$ cat config.mk
export PLATFORM = sky130hd
export DESIGN_NAME = seg_disp_sched
export DESIGN_NICKNAME = d
export VERILOG_FILES = /design/src/rtl/seg_disp_sched.sv
export SDC_FILE = /design/constraint.sdc
export NUM_CORES = 1
export LEC_CHECK = 0
export BUFFER_PORTS_ARGS = -buffer_cell sky130_fd_sc_hd__buf_4
export CAP_MARGIN = 30
export CORE_ASPECT_RATIO = 1.75
export CORE_MARGIN = 1
export CORE_UTILIZATION = 55
export CTS_CLUSTER_SIZE = 25
export DETAILED_ROUTE_END_ITERATION = 7
export PLACE_DENSITY_LB_ADDON = 0.1
export SLEW_MARGIN = 20
export SYNTH_ARGS = -nofsm -noshare
export SYNTH_HDL_FRONTEND = slang
export SYNTH_SLANG_ARGS = --single-unit
$ cat constraint.sdc
create_clock -name clk -period 5.1 [get_ports clk]
set_input_delay 0.51 -clock clk [delete_from_list [all_inputs] [get_ports clk]]
set_output_delay 0.51 -clock clk [all_outputs]
set_load 0.05 [all_outputs]
$ cat src/rtl/seg_disp_sched.sv
// Seven-segment view scheduler: debounced next/mode buttons, manual/auto rotate, CPU status override.
// Ports: clk, rst_n, btn_next, btn_mode, ovr_req in; ovr_ack, disp_type[1:0], auto_mode, disp_chg out.
module seg_disp_sched #(
  parameter int DB_CNT  = 1_000_000,
  parameter int ROT_CNT = 50_000_000
) (
  input  logic       clk,
  input  logic       rst_n,
  input  logic       btn_next,
  input  logic       btn_mode,
  input  logic       ovr_req,
  output logic       ovr_ack,
  output logic [1:0] disp_type,
  output logic       auto_mode,
  output logic       disp_chg
);

  localparam int DW = $clog2(DB_CNT);
  localparam int RW = $clog2(ROT_CNT);

  typedef enum logic [1:0] {
    MANUAL   = 2'd0,
    AUTO     = 2'd1,
    OVERRIDE = 2'd2
  } state_t;

  // index 0 = next, 1 = mode
  logic [1:0]    raw;
  logic [1:0]    s1;
  logic [1:0]    s2;
  logic [1:0]    db;
  logic [1:0]    db_d;
  logic [DW-1:0] dcnt [2];
  logic [1:0]    press;

  assign raw   = {btn_mode, btn_next};
  assign press = db & ~db_d;

  always_ff @(posedge clk or negedge rst_n) begin
    if (!rst_n) begin
      s1   <= '0;
      s2   <= '0;
      db   <= '0;
      db_d <= '0;
      for (int i = 0; i < 2; i++)
        dcnt[i] <= '0;
    end else begin
      s1   <= raw;
      s2   <= s1;
      db_d <= db;
      for (int i = 0; i < 2; i++) begin
        if (s2[i] == db[i]) begin
          dcnt[i] <= '0;
        end else if (dcnt[i] == DW'(DB_CNT - 1)) begin
          db[i]   <= s2[i];
          dcnt[i] <= '0;
        end else begin
          dcnt[i] <= dcnt[i] + 1'b1;
        end
      end
    end
  end

  state_t        state;
  state_t        sav_state;
  logic [1:0]    sav_type;
  logic [RW-1:0] rot_cnt;
  logic          next_p;
  logic          mode_p;
  logic          tc;
  logic          step;

  assign next_p = press[0];
  assign mode_p = press[1];
  assign tc     = (rot_cnt == RW'(ROT_CNT - 1));
  // a next pulse and a terminal count together advance only once
  assign step   = next_p | ((state == AUTO) & tc);

  always_ff @(posedge clk or negedge rst_n) begin
    if (!rst_n) begin
      state     <= MANUAL;
      sav_state <= MANUAL;
      sav_type  <= 2'b00;
      rot_cnt   <= '0;
      disp_type <= 2'b00;
      auto_mode <= 1'b0;
      ovr_ack   <= 1'b0;
      disp_chg  <= 1'b0;
    end else begin
      disp_chg <= 1'b0;
      unique case (state)
        MANUAL, AUTO: begin
          if (ovr_req) begin
            sav_state <= state;
            sav_type  <= disp_type;
            state     <= OVERRIDE;
            disp_type <= 2'b11;
            ovr_ack   <= 1'b1;
            auto_mode <= 1'b0;
            disp_chg  <= (disp_type != 2'b11);
          end else begin
            if (step) begin
              disp_type <= disp_type + 2'd1;
              disp_chg  <= 1'b1;
            end
            if (state == AUTO)
              rot_cnt <= step ? '0 : rot_cnt + 1'b1;
            if (mode_p) begin
              if (state == MANUAL) begin
                state     <= AUTO;
                auto_mode <= 1'b1;
                rot_cnt   <= '0;
              end else begin
                state     <= MANUAL;
                auto_mode <= 1'b0;
              end
            end
          end
        end
        OVERRIDE: begin
          // pulses are dropped and rot_cnt holds until release
          if (!ovr_req) begin
            state     <= sav_state;
            disp_type <= sav_type;
            ovr_ack   <= 1'b0;
            auto_mode <= (sav_state == AUTO);
            disp_chg  <= (sav_type != 2'b11);
          end
        end
        default: begin
          state     <= MANUAL;
          auto_mode <= 1'b0;
          ovr_ack   <= 1'b0;
        end
      endcase
    end
  end

endmodule

==> results of run 1 <==
## stage by stage
step	area (µm²)	instances	util	hold slack [ns]
after CTS	4700	536	0.625	0.207
after global routing	4700	537	0.626	0.232
after floorplan	4260	436	-	0.214
after global placement	4370	519	0.581	0.332
after detailed placement	4390	520	0.584	0.336
final	4700	537	0.626	0.188
## cells by family (layout without fill, tap and decap cells)
| family | count (synthesis) | in the layout |
|---|---|---|
| mux | 12 | 12 |
| fa+ha+maj | 4 | 4 |
| flops | 85 | 85 |
| simple gates | 219 | 219 |
| xor+xnor | 41 | 41 |
| buf+inv | 24 | 37 |
| compound gates | 51 | 51 |
## how the worst max path moves through the flow
stage	start	endpoint	slack [ns]	cells past startpoint
floorplan	state[1]$_DFFE_PN0P_	rot_cnt[24]$_DFFE_PN0P_	2.93	6
global route	state[1]$_DFFE_PN0P_	rot_cnt[24]$_DFFE_PN0P_	2.31	5
finish	state[1]$_DFFE_PN0P_	rot_cnt[24]$_DFFE_PN0P_	2.41	5
CTS	state[1]$_DFFE_PN0P_	rot_cnt[24]$_DFFE_PN0P_	2.42	5
detailed placement	state[1]$_DFFE_PN0P_	rot_cnt[24]$_DFFE_PN0P_	2.40	5
global placement	state[1]$_DFFE_PN0P_	rot_cnt[24]$_DFFE_PN0P_	2.47	5
## power by group
part	internal, mW	total, mW	switching, mW
Sequential	0.707	0.745	0.0375
Clock	0.418	0.664	0.246
Combinational	0.0440	0.125	0.0809
## area by class of cell
cell class,count,share of cell area
Inverter,10,0.00798
Multi-Input combinational cell,327,0.430
Clock inverter,3,0.00904
Timing Repair Buffer,11,0.0197
Sequential cell,85,0.452
Tap cell,88,0.0234
Clock buffer,13,0.0574
## critical path: stages (launching register included)
cell	delay (ns)
dfrtp_1	0.55
or4b_1	0.58
or4_4	0.47
o21ai_2	0.49
nor2_1	0.15
a221o_1	0.32
## cell usage in the layout, fill, tap and decap left out, types with 3 or more instances in the layout
cell type and count:
ha_1 4, nand2_1 48, and2_1 11, nand2b_1 3
o211ai_1 3, clkbuf_16 9, or2_2 3, o311ai_1 5
mux2i_1 8, or4_1 4, buf_4 9, and4_1 4
nand3_1 29, nor3_1 11, nand4_1 17, nor2_1 61
inv_1 10, a21oi_1 7, xnor2_1 22, nor4_1 4
mux2_2 4, and3_1 12, dfrtp_1 85, clkbuf_8 3
xor2_1 19, o21ai_0 15
## per-layer routing
layer | track usage | up-vias
met5 | 0 | -
met4 | 0.0951 | 0
met3 | 0.0473 | 14
met2 | 0.378 | 51
met1 | 0.282 | 1558
li1 | - | 1552
==> impl_metrics.env, run 1 <==
export IMPL_routed_wl_um=8250
export IMPL_synth_compound_area_frac=0.0877
export IMPL_grt_overflow=0
export IMPL_r2r_cells=5
export IMPL_cts_sinks=85
export IMPL_cp_required_ns=5.31
export IMPL_synth_xor_area_frac=0.0842
export IMPL_cts_root_buf="clkbuf_16"
export IMPL_postSynthCellCount=436
export IMPL_clockBufferDepth=2
export IMPL_synth_area_top_cells="dfrtp_1 50%, nor2_1 5.4%, xnor2_1 4.5%"
export IMPL_core_area_um2=7510
export IMPL_rsz0062_at_grt="false"
export IMPL_syn_to_final_growth_pct=10.3
export IMPL_dr_first_iter_drc_count=179
export IMPL_wl_met2_um=4280
export IMPL_placementRows=42
export IMPL_fill_cells=613
export IMPL_multi_input_area_um2=2020
export IMPL_clkTransAtPathRegs_ns=0.06
export IMPL_final_layout_size_suffix_gt1_frac=0.0913
export IMPL_highest_layer="met4"
export IMPL_diodes=0
export IMPL_yosysSeqAreaShare=0.499
export IMPL_tightest_slew_ns=0.802
export IMPL_synthMuxAreaShare=0.0293
export IMPL_p_total_mw=1.53
export IMPL_fin_crit_sh=0.527
export IMPL_syn_nets=445
export IMPL_fin_tns_setup_ns=0
export IMPL_regArea_um2=2130
export IMPL_yosysWarnings=0
export IMPL_cts_buffers=9
export IMPL_grt_usage=0.230
export IMPL_async_flop_share=1.00
export IMPL_io_pins=10
export IMPL_gp_congestion=0.796
export IMPL_cap_violations=0
export IMPL_cts_max_level=3
export IMPL_maxSlewViolCount=0
export IMPL_fmax_mhz=372
export IMPL_path_class="flip-flop to flip-flop"
export IMPL_path_max_fanout=18
export IMPL_layout_setup_ws_ns=2.41
export IMPL_avgSynthCellArea_um2=9.78
export IMPL_cts_hold_buffers=0
export IMPL_first_global_vias=3006
export IMPL_peakVddDrop_mv=0.247
export IMPL_synth_cell_types=51
export IMPL_wl_met3_um=279
export IMPL_synth_adder_area_share=0.0117
export IMPL_cp_arrival_ns=2.90
export IMPL_pwr_density_cell_nw_per_um2=326
export IMPL_start_util=0.567
export IMPL_largestRegisters="dcnt x40, rot_cnt x26"
export IMPL_largest_reg_flops=40
export IMPL_drcViolationCount=0
export IMPL_dr_total_vias=3175
export IMPL_cts_tree="yes"
export IMPL_fp_dieH_um=118
export IMPL_holdCritPathClass="input port to asynchronous set/reset pin"
export IMPL_yosys_top_cells_count="85 x dfrtp_1, 61 x nor2_1, 48 x nand2_1, 29 x nand3_1, 22 x xnor2_1"
export IMPL_synth_flop_cell="dfrtp_1"
export IMPL_io_buffer_count=9
export IMPL_cp_end_kind="flip-flop"
export IMPL_synth_top_family_by_area="simple AND/OR/NAND/NOR gates"
export IMPL_max_slew_margin_rel=0.461
export IMPL_synth_cell_area_um2=4260
export IMPL_vias_per_cell=5.91
export IMPL_nets=453
export IMPL_wl_per_cell_um=15.4
export IMPL_grt_max_degree=46
export IMPL_outcome="completed"
export IMPL_yosysMostFrequentCell="dfrtp_1"
export IMPL_skew_ns=0.00288
export IMPL_synth_largest_area_cell="dfrtp_1"
export IMPL_dieArea_um2=8120
export IMPL_cts_setup_buffers=0
export IMPL_dpl_worst_slack_ns=2.40
export IMPL_fin_crit_ns=2.69
export IMPL_ys_ff_latch=85
export IMPL_timing_rr_start="state[1]$_DFFE_PN0P_"
export IMPL_place_hpwl_um=5730
export IMPL_drt_first_pass_iters=4
export IMPL_hold_violations=0
export IMPL_grt_pass1_wl_um=13900
export IMPL_cts_resized_gates=0
export IMPL_ff2ff_setup_slack_ns=2.41
export IMPL_drt_met1_wl_um=3510
export IMPL_clkLatencyLatePin_ns=0.33
export IMPL_p_leak_nw=2.02
export IMPL_antenna_found_initial=0
export IMPL_synth_edf_count=0
export IMPL_fp_dieW_um=68.6
export IMPL_synth_top_area_share=0.499
export IMPL_ant_nets=0
export IMPL_start_kind="flip-flop"
export IMPL_synth_simple_gate_area_share=0.262
export IMPL_regMostFlops="dcnt"
export IMPL_setup_violations=0
export IMPL_r2r_end="rot_cnt[24]$_DFFE_PN0P_"
Note: power is estimated with default switching activity, not from simulation.
==> run 2: changes to the inputs <==
Clock period 5.1 ns to 2.6 ns, I/O delays scaled along.
==> impl_metrics.env, run 2 (synthesis results as in run 1) <==
export IMPL_skew_ns=0.00698
export IMPL_crit_chain="or4b_1, or4_4, o21ai_2, buf_4, o21ai_2, a22o_1"
export IMPL_holdWs_ns=0.0262
export IMPL_cp_end_kind="flip-flop"
export IMPL_fin_crit_sh=0.870
export IMPL_final_cell_mix="85 x dfrtp_1, 61 x nor2_1, 48 x nand2_1"
export IMPL_largestRegisters="dcnt x40, rot_cnt x26"
export IMPL_vias_per_cell=5.78
export IMPL_pwr_density_cell_nw_per_um2=657
export IMPL_post_route_util=0.640
export IMPL_fp_dieH_um=118
export IMPL_place_hpwl_um=5990
export IMPL_dieArea_um2=8120
export IMPL_p_total_mw=3.16
export IMPL_holdCritPathClass="input port to flip-flop"
export IMPL_cts_tree="yes"
export IMPL_slowest_stage="or4b_1"
export IMPL_maxSlewViolCount=0
export IMPL_final_layout_size_suffix_gt1_frac=0.113
export IMPL_grt_pass1_wl_um=14400
export IMPL_ff2ff_setup_slack_ns=0.34
export IMPL_cts_buffers=9
export IMPL_path_class="flip-flop to flip-flop"
export IMPL_clkTransAtPathRegs_ns=0.06
export IMPL_grt_usage=0.240
export IMPL_tightest_slew_ns=0.633
export IMPL_grt_overflow=0
export IMPL_cts_setup_buffers=0
export IMPL_rsz0062_at_grt="false"
export IMPL_grt_max_degree=49
export IMPL_fp_dieW_um=68.6
export IMPL_p_leak_nw=2.08
export IMPL_cts_sinks=85
export IMPL_dpl_cell_area_um2=4460
export IMPL_design_area_um2=4810
export IMPL_largest_reg_flops=40
export IMPL_peakVddDrop_mv=0.417
export IMPL_cp_arrival_ns=2.49
export IMPL_placementRows=42
export IMPL_timing_rr_start="rot_cnt[9]$_DFFE_PN0P_"
export IMPL_crit_buf_inv=1
export IMPL_outcome="completed"
export IMPL_fin_tns_setup_ns=0
export IMPL_first_global_vias=3161
export IMPL_fin_crit_ns=2.26
export IMPL_routed_wl_um=8600
export IMPL_diodes=0
export IMPL_holdPathStages=1
export IMPL_cts_root_buf="clkbuf_16"
export IMPL_r2r_cells=6
export IMPL_cap_violations=0
export IMPL_cpMostUsedCell="o21ai_2"
export IMPL_cp_required_ns=2.83
export IMPL_max_slew_margin_rel=0.577
export IMPL_clockBufferDepth=2
export IMPL_critPathMaxStageDelay_ns=0.52
export IMPL_path_max_fanout=9
export IMPL_cts_max_level=3
export IMPL_regMostFlops="dcnt"
export IMPL_clkLatencyLatePin_ns=0.34
export IMPL_drcViolationCount=0
export IMPL_dr_total_vias=3166
export IMPL_io_pins=10
export IMPL_start_util=0.567
export IMPL_start_kind="flip-flop"
export IMPL_cts_resized_gates=0
export IMPL_syn_to_final_growth_pct=12.7
export IMPL_fmax_mhz=442
export IMPL_drt_first_pass_iters=6
export IMPL_core_area_um2=7510
export IMPL_gp_congestion=0.867
export IMPL_nets=464
export IMPL_wl_per_cell_um=15.7
export IMPL_antenna_found_initial=0
export IMPL_hold_violations=0
export IMPL_cts_hold_buffers=1
export IMPL_cpLargestDelayFamily="simple AND/OR/NAND/NOR gates"
export IMPL_hold_path_endpoint="s1[1]$_DFF_PN0_"
export IMPL_setup_violations=0
export IMPL_ant_nets=0
export IMPL_final_common_cell="dfrtp_1"
export IMPL_r2r_end="rot_cnt[4]$_DFFE_PN0P_"
export IMPL_io_buffer_count=9
export IMPL_dr_first_iter_drc_count=187
export IMPL_worstHoldStart="btn_mode"
-- run 2: report_power, final --
group | switching (mW) | total (mW) | leakage [nW] | internal, mW
logic | 0.173 | 0.266 | 0.852 | 0.0922
registers | 0.0638 | 1.45 | 1.06 | 1.39
clock network | 0.506 | 1.44 | 0.169 | 0.934
total | 0.744 | 3.16 | 2.08 | 2.41
-- run 2: per-stage QoR --
step / setup slack (ns) / instances
3_5_place_dp: 0.342 / 531
4_1_cts: 0.343 / 548
2_1_floorplan: 0.431 / 436
6_report: 0.339 / 548
5_1_grt: 0.205 / 548
3_3_place_gp: 0.394 / 531
-- run 2: worst register-to-register path: stages (launching register included) --
cell	delay, ns
dfrtp_1	0.40
or4b_1	0.52
or4_4	0.48
o21ai_2	0.29
buf_4	0.22
o21ai_2	0.07
a22o_1	0.17
-- run 2: worst max path at each step --
stage	end	depth (start not counted)	start
2_1_floorplan	rot_cnt[24]$_DFFE_PN0P_	6	state[1]$_DFFE_PN0P_
3_3_place_gp	rot_cnt[4]$_DFFE_PN0P_	6	rot_cnt[24]$_DFFE_PN0P_
3_5_place_dp	rot_cnt[4]$_DFFE_PN0P_	6	rot_cnt[9]$_DFFE_PN0P_
4_1_cts	rot_cnt[4]$_DFFE_PN0P_	6	rot_cnt[9]$_DFFE_PN0P_
5_1_grt	rot_cnt[4]$_DFFE_PN0P_	6	rot_cnt[9]$_DFFE_PN0P_
6_report	rot_cnt[4]$_DFFE_PN0P_	6	rot_cnt[9]$_DFFE_PN0P_
-- run 2: routing by layer --
metal  global-route usage  wire length (µm)  vias to the layer above
met3               0.0463               219                       14
met5                    0                 0                        -
met4                0.128               220                        0
li1                     -                 -                     1573
met2                0.401              4620                       39
met1                0.277              3540                     1540
-- run 2: cell type report --
type                            count  area, µm²
Clock buffer                        9        225
Clock inverter                      7        114
Fill cell                         603       2710
Inverter                           10       37.5
Multi-Input combinational cell    327       2020
Sequential cell                    85       2130
Tap cell                           88        110
Timing Repair Buffer               22        168
==> run 3: changes to the inputs <==
Settings changed: PLACE_DENSITY set to 0.71, PLACE_DENSITY_LB_ADDON 0.1 to unset.
==> impl_metrics.env, run 3 (synthesis results as in run 1) <==
export IMPL_cap_violations=0
export IMPL_antenna_found_initial=0
export IMPL_cts_tree="yes"
export IMPL_tightest_slew_ns=0.639
export IMPL_wl_met2_um=4770
export IMPL_core_area_um2=7510
export IMPL_cts_resized_gates=0
export IMPL_power_clock_fraction=0.404
export IMPL_outcome="completed"
export IMPL_path_class="flip-flop to flip-flop"
export IMPL_p_int_mw=2.14
export IMPL_pwr_density_cell_nw_per_um2=604
export IMPL_peakVddDrop_mv=0.470
export IMPL_io_pins=10
export IMPL_drcViolationCount=0
export IMPL_drt_met1_wl_um=3420
export IMPL_grt_max_degree=52
export IMPL_drt_first_pass_iters=4
export IMPL_path_max_fanout=14
export IMPL_cts_sinks=85
export IMPL_start_util=0.567
export IMPL_first_global_vias=3261
export IMPL_ant_nets=0
export IMPL_grt_pass1_wl_um=14800
export IMPL_placementRows=42
export IMPL_skew_ns=0.00800
export IMPL_routed_wl_um=8710
export IMPL_final_common_cell="dfrtp_1"
export IMPL_fmax_mhz=453
export IMPL_max_slew_margin_rel=0.573
export IMPL_holdCritPathClass="input port to flip-flop"
export IMPL_fp_dieW_um=68.6
export IMPL_cp_required_ns=2.81
export IMPL_cts_buffers=9
export IMPL_largest_reg_flops=40
export IMPL_diodes=0
export IMPL_nets=465
export IMPL_hold_violations=0
export IMPL_fp_dieH_um=118
export IMPL_setup_violations=0
export IMPL_final_layout_size_suffix_gt1_frac=0.111
export IMPL_fin_crit_ns=2.21
export IMPL_cts_root_buf="clkbuf_16"
export IMPL_largestRegisters="dcnt x40, rot_cnt x26"
export IMPL_place_hpwl_um=6280
export IMPL_grt_overflow=0
export IMPL_ff2ff_setup_slack_ns=0.39
export IMPL_gp_congestion=0.865
export IMPL_clockBufferDepth=2
export IMPL_clkLatencyLatePin_ns=0.34
export IMPL_regMostFlops="dcnt"
export IMPL_seq_power_share=0.505
export IMPL_p_leak_nw=2.05
export IMPL_cp_end_kind="flip-flop"
export IMPL_start_kind="flip-flop"
export IMPL_clkTransAtPathRegs_ns=0.06
export IMPL_switching_share=0.253
export IMPL_cts_max_level=3
export IMPL_final_cell_mix="85 x dfrtp_1, 61 x nor2_1, 48 x nand2_1"
export IMPL_vias_per_cell=5.87
export IMPL_highest_layer="met4"
export IMPL_dr_total_vias=3215
export IMPL_dieArea_um2=8120
export IMPL_pwr_share_comb=0.091
export IMPL_wl_per_cell_um=15.9
export IMPL_fin_crit_sh=0.849
export IMPL_dr_first_iter_drc_count=156
export IMPL_switching_power_mw=0.727
export IMPL_rsz0062_at_grt="false"
export IMPL_cp_arrival_ns=2.42
export IMPL_fin_tns_setup_ns=0
export IMPL_syn_to_final_growth_pct=11.5
export IMPL_wl_met3_um=262
export IMPL_io_buffer_count=9
export IMPL_grt_usage=0.248
export IMPL_holdWs_ns=0.0309
export IMPL_maxSlewViolCount=0
[run 3: cell count changes in the layout (fill, tap and decap cells not counted)]
cell	previous run	this run
clkbuf_8	0	1
clkinv_4	1	0
clkinvlp_4	0	2
buf_12	0	1
bufinv_16	3	0
clkinv_2	3	2
clkbuf_1	0	1
[run 3: metal layers]
layer | global-route usage | up-vias
met5 | 0 | -
met4 | 0.134 | 0
met1 | 0.277 | 1568
li1 | - | 1575
met2 | 0.416 | 58
met3 | 0.0560 | 14
[run 3: cell type report]
| cell class | count | area, µm² |
|---|---|---|
| multi-input cells | 327 | 2020 |
| fillers | 624 | 2760 |
| repair buffers | 23 | 188 |
| flip-flops and latches | 85 | 2130 |
| clock inverters | 4 | 25.0 |
| well taps | 88 | 110 |
| clock buffers | 11 | 243 |
| inverters | 10 | 37.5 |
[run 3: critical path, cell delays in order, from the launching register on]
cell     delay [ns]
dfrtp_1        0.42
or4b_1         0.48
or4_4          0.47
o21a_4         0.30
o211a_1        0.15
a221o_1        0.26
[run 3: through the flow]
| stage | area (µm²) | worst slack, ns | power, mW | std cells | utilization |
|---|---|---|---|---|---|
| 2_1_floorplan | 4260 | 0.431 | 1.64 | 436 | - |
| 3_3_place_gp | 4480 | 0.428 | 1.73 | 532 | 0.596 |
| 3_5_place_dp | 4480 | 0.384 | 1.74 | 532 | 0.596 |
| 4_1_cts | 4750 | 0.393 | 2.91 | 548 | 0.633 |
| 5_1_grt | 4750 | 0.305 | 3.00 | 548 | 0.633 |
| 6_report | 4750 | 0.394 | 2.87 | 548 | 0.633 |
[run 3: final timing paths]
| check | from | endpoint | cells past startpoint |
|---|---|---|---|
| min in group asynchronous | rst_n | dcnt[13]$_DFF_PN0_ | 2 |
| max reg2reg | rot_cnt[24]$_DFFE_PN0P_ | rot_cnt[24]$_DFFE_PN0P_ | 5 |
| max | rot_cnt[24]$_DFFE_PN0P_ | rot_cnt[24]$_DFFE_PN0P_ | 5 |
| min | btn_next | s1[0]$_DFF_PN0_ | 1 |
| max in group asynchronous | rst_n | rot_cnt[25]$_DFFE_PN0P_ | 3 |
| min reg2reg | s1[1]$_DFF_PN0_ | s2[1]$_DFF_PN0_ | 0 |
[run 3: timing repair]
item / in CTS / in global routing
hold endpoints to repair: 34 / 0
setup buffers: 0 / 0
hold buffers: 1 / 0
[run 3: power by group through the flow]
stage | Sequential (mW) | Combinational (mW) | Clock [mW]
6_report | 1.45 | 0.262 | 1.16
5_1_grt | 1.46 | 0.298 | 1.24
4_1_cts | 1.45 | 0.267 | 1.19
3_3_place_gp | 1.47 | 0.258 | 0
2_1_floorplan | 1.49 | 0.152 | 0
3_5_place_dp | 1.47 | 0.265 | 0
